**config.mk**
```make
export PLATFORM = sky130hd
export DESIGN_NAME = ram_port_arbiter
export DESIGN_NICKNAME = d
export VERILOG_FILES = /design/src/rtl/ram_port_arbiter.sv
export SDC_FILE = /design/constraint.sdc
export NUM_CORES = 1
export LEC_CHECK = 0
export ABC_AREA = 1
export CELL_PAD_IN_SITES_DETAIL_PLACEMENT = 1
export CELL_PAD_IN_SITES_GLOBAL_PLACEMENT = 1
export CORE_MARGIN = 4
export CORE_UTILIZATION = 13
export DETAILED_ROUTE_END_ITERATION = 7
export HOLD_SLACK_MARGIN = 0.15
export PLACE_DENSITY_LB_ADDON = 0.1
export SLEW_MARGIN = 20
export SYNTH_ARGS = -nofsm -noshare
export SYNTH_HDL_FRONTEND = slang
export SYNTH_SLANG_ARGS = --single-unit
```
**constraint.sdc**
```tcl
create_clock -name clk -period 1.9 [get_ports clk]
set_input_delay 0.285 -clock clk [delete_from_list [all_inputs] [get_ports clk]]
set_output_delay 0.285 -clock clk [all_outputs]
set_load 0.02 [all_outputs]
```
**src/rtl/ram_port_arbiter.sv**
```systemverilog
// Round-robin arbiter sharing one single-port synchronous RAM between two requesters,
// with bounded lock bursts and read-valid strobes aligned to the RAM's 1-cycle latency.
module ram_port_arbiter #(
    parameter int DATA_W    = 32,
    parameter int ADDR_W    = 9,
    parameter int MAX_BURST = 8
) (
    input  logic              clk,
    input  logic              rst,
    input  logic              req0,
    input  logic              lock0,
    input  logic              we0,
    input  logic [ADDR_W-1:0] addr0,
    input  logic [DATA_W-1:0] wdata0,
    output logic              gnt0,
    output logic              rvalid0,
    input  logic              req1,
    input  logic              lock1,
    input  logic              we1,
    input  logic [ADDR_W-1:0] addr1,
    input  logic [DATA_W-1:0] wdata1,
    output logic              gnt1,
    output logic              rvalid1,
    output logic [DATA_W-1:0] rdata,
    output logic [ADDR_W-1:0] ram_addr,
    output logic              ram_we,
    output logic [DATA_W-1:0] ram_w_data,
    input  logic [DATA_W-1:0] ram_r_data
);
    localparam int CNT_W = $clog2(MAX_BURST + 1);
    localparam logic [CNT_W-1:0] CNT_MAX = CNT_W'(MAX_BURST);

    logic             r_last_winner;
    logic             r_owner;
    logic             r_owner_valid;
    logic [CNT_W-1:0] r_burst_cnt;
    logic             r_rvalid0;
    logic             r_rvalid1;

    logic w_gnt0;
    logic w_gnt1;
    logic w_win;
    logic w_owner_lock;
    logic w_win_lock;

    // Grant decision: single requester wins outright; contention honours a live lock
    // until the burst cap, otherwise alternates away from the last winner.
    always_comb begin
        w_gnt0       = 1'b0;
        w_gnt1       = 1'b0;
        w_win        = 1'b0;
        w_owner_lock = r_owner ? lock1 : lock0;
        if (!rst) begin
            if (req0 && !req1) begin
                w_gnt0 = 1'b1;
            end else if (req1 && !req0) begin
                w_gnt1 = 1'b1;
            end else if (req0 && req1) begin
                if (r_owner_valid && w_owner_lock) begin
                    w_win = (r_burst_cnt < CNT_MAX) ? r_owner : ~r_owner;
                end else begin
                    w_win = ~r_last_winner;
                end
                w_gnt0 = ~w_win;
                w_gnt1 = w_win;
            end
        end
    end

    assign w_win_lock = w_gnt1 ? lock1 : lock0;

    assign gnt0       = w_gnt0;
    assign gnt1       = w_gnt1;
    assign ram_addr   = w_gnt1 ? addr1  : (w_gnt0 ? addr0  : '0);
    assign ram_we     = w_gnt1 ? we1    : (w_gnt0 ? we0    : 1'b0);
    assign ram_w_data = w_gnt1 ? wdata1 : (w_gnt0 ? wdata0 : '0);

    // Masking with rst drops a read return that would land during reset.
    assign rvalid0 = r_rvalid0 & ~rst;
    assign rvalid1 = r_rvalid1 & ~rst;
    assign rdata   = ram_r_data;

    always_ff @(posedge clk) begin
        if (rst) begin
            r_last_winner <= 1'b1;
            r_owner       <= 1'b0;
            r_owner_valid <= 1'b0;
            r_burst_cnt   <= '0;
            r_rvalid0     <= 1'b0;
            r_rvalid1     <= 1'b0;
        end else begin
            r_rvalid0 <= w_gnt0 & ~we0;
            r_rvalid1 <= w_gnt1 & ~we1;
            if (w_gnt0 || w_gnt1) begin
                r_last_winner <= w_gnt1;
                if (w_win_lock) begin
                    if (r_owner_valid && (r_owner == w_gnt1)) begin
                        if (r_burst_cnt < CNT_MAX) begin
                            r_burst_cnt <= r_burst_cnt + CNT_W'(1);
                        end
                    end else begin
                        r_owner       <= w_gnt1;
                        r_owner_valid <= 1'b1;
                        r_burst_cnt   <= CNT_W'(1);
                    end
                end else begin
                    r_owner_valid <= 1'b0;
                    r_burst_cnt   <= '0;
                end
            end else begin
                // No grant means nobody is requesting, so any lock has been released.
                r_owner_valid <= 1'b0;
                r_burst_cnt   <= '0;
            end
        end
    end
endmodule

```
==> impl_metrics.ini <==
[status]
outcome = finished, violations left
violations = negative setup slack

[detailed_routing]
drt-initial-drc-count = 46
wirelength_mm = 7.19
ant_nets = 0
via_per_inst = 4.13
vias = 1638
drc_errors = 0
routedWlPerCell_um = 18.1
first_pass_iters = 4

[grt]
grt_pass1_vias = 1716
gr-usage-all-layers = 0.121
grt_start_max_net_pins = 17
grt-ovfl-total = 0
antenna_found_initial = 0
grt_first_pass_wirelength_mm = 10.6

[sta]
fin_ws_ps = -156
hold-worst-slack_ps = 542
period_share = 1.08
fin_crit_ps = 2060
rsz0062_at_grt = yes
hold_viol_final = 0
fmaxAchievable_ghz = 0.486
setup_violations = 43
drv_slew = 0
fin_worst_skew_ps = 5.84
worst_slew_margin_rel = 0.845
worstMarginPinSlew_ps = 233

[cells_and_area]
fillCellCount = 1012
regArea_um2 = 185
diodes = 0
drive_gt1_frac = 0.363
fin_nets = 413
syn_to_final_growth_pct = 149
multiInputGateArea_um2 = 664

[clock_tree]
clockBufferDepth = 2
clkTransAtPathRegs_ps = 50
worstSkewPairLatency_ps = 230
ctsHoldBuffers = 0
root_buffer = clkbuf_8
cts_tree = done
cts_num_sinks = 9
numCtsBuffers = 3
htree_levels = 1

[yosys]
yosys_warnings = 0
ys.flop_type = dfxtp_1
avgSynthCellArea_um2 = 7.98
synth_top_area_cell = a22o_1
postSynthCellCount = 152
yosys.area.top_type_share = 0.296
synth_edf_count = 0
synth_cell_type_count = 23
synthArstFlopShare = 0
synth_nets = 275
synth_area_leaders = a22o_1, buf_4, dfxtp_1
netlist_top_cells_count = a22o_1, buf_4, nand2_1
ys_seq_area_frac = 0.149
syn_area_mm2 = 0.00121
ys_ff_latch = 9
synth_most_common_cell = a22o_1

[critical_path]
crit_type = in2out
cpPeakStageDelay_ps = 480
crit_path_cell_trace = clkdlybuf4s50_1 > inv_1 > nand2_1 > a21oi_4 > buf_6 > buf_8 > buf_16 > a22o_1 > buf_6
cpMaxStageDelayCell = clkdlybuf4s50_1
rr_worst_depth = 11
cp_data_arrival_time_ps = 1770
end_kind = output port
critPathBufInv = 6
path_max_fanout = 9
critPathRequiredTime_ps = 1620
critical_path_depth = 9
crit_family = buffers and inverters
startpoint_type = input port
crit_path_frequent_cell = buf_6

[pwr]
p_leak_nw = 1.34
finalPower_w = 0.00122
powerDensity_mw_per_mm2 = 404
irDropWorstVdd_mv = 0.313

[floorplanning]
initial_utilization = 0.136
ioPinCount = 200
fp-row-count = 34
die_y_um = 105
die_x_um = 105
dieArea_mm2 = 0.0109
coreArea_mm2 = 0.00889

[placement]
io_buffers = 135
dp_hpwl_mm = 5.34
routabilityCongestion = 0.713

[worst_hold_path]
hold_depth = 3
hold_path_class = reg2reg

[job]
drv_cap = 0
power breakdown:
group | switching [W] | internal [W]
registers | 0.00000794 | 0.000198
logic | 0.000310 | 0.000489
clock network | 0.0000703 | 0.000146
total | 0.000389 | 0.000832
routing by layer:
metal	up-vias	part of all wire	global-route usage
met5	-	0	0
met4	0	0.0054	0.0159
met3	10	0.090	0.0382
met2	96	0.52	0.229
met1	746	0.38	0.137
li1	786	-	-
final timing paths:
| kind | from | endpoint | slack, ps |
|---|---|---|---|
| setup / recovery | req1 | ram_w_data[6] | -160 |
| hold / removal | r_burst_cnt[2] | r_burst_cnt[2] | 540 |
| hold reg to reg | r_burst_cnt[2] | r_burst_cnt[2] | 540 |
| setup reg to reg | r_owner | r_burst_cnt[1] | 270 |
tightest hold or removal path: stages, from the launching register on:
cell and delay [ps]:
dfxtp_1 340, xnor2_1 70, inv_1 40, nor3_1 40
sequential cells by signal, indices dropped and copies added, names as in the netlist:
register / count
r_burst_cnt: 4
r_last_winner: 1
r_owner: 1
r_owner_valid: 1
r_rvalid0: 1
r_rvalid1: 1
cells in the final DEF, fill, tap and decap left out, types with 3 or more instances in the layout:
cell type and n:
a22o_1 41, buf_12 3, buf_16 6, buf_4 21
buf_6 47, clkbuf_16 3, clkbuf_8 3, clkdlybuf4s50_1 86
dfxtp_1 7, dlygate4sd2_1 5, inv_1 11, nand2_1 12
nand2_2 4, nand3_1 5, nor2_1 4, nor3_1 3
o21ai_0 3
cell type report:
| class | count | share of cell area |
|---|---|---|
| tap | 108 | 0.0448 |
| timing repair buffer | 173 | 0.637 |
| clock buffer | 4 | 0.0149 |
| multi-input combinational | 88 | 0.220 |
| inverter | 15 | 0.0220 |
| sequential | 9 | 0.0614 |
cells by family (layout without fill, tap and decap cells):
logic type	after synthesis	count (layout)	share of synthesized area
AND/OR/NAND/NOR	36	36	0.160
AO/OA/AOI/OAI	48	48	0.340
XOR/XNOR	2	2	0.0145
adder cells (fa/ha/maj)	1	1	0.0103
multiplexers	1	1	0.00826
flip-flops	9	9	0.149
buffers and inverters	55	192	0.319
metrics by stage:
step           cell area (um2)  TNS, ps  worst slack [ps]  cells   util
2_1_floorplan             1210        0               157    152      -
3_3_place_gp              2540   -31850              -756    375  0.286
3_5_place_dp              2540   -32370              -779    375  0.286
4_1_cts                   2910    -6050              -179    393  0.327
5_1_grt                   3020   -10140              -280    397  0.339
6_report                  3020    -5120              -156    397  0.339
what timing repair did:
action | CTS | global route
gates resized for setup | 290 | 8
gates cloned | 6 | 3
setup endpoints to repair | 46 | 47
pin swaps | 12 | 14
buffers inserted | 8 | 2
Power figures use the tool's default switching activity.
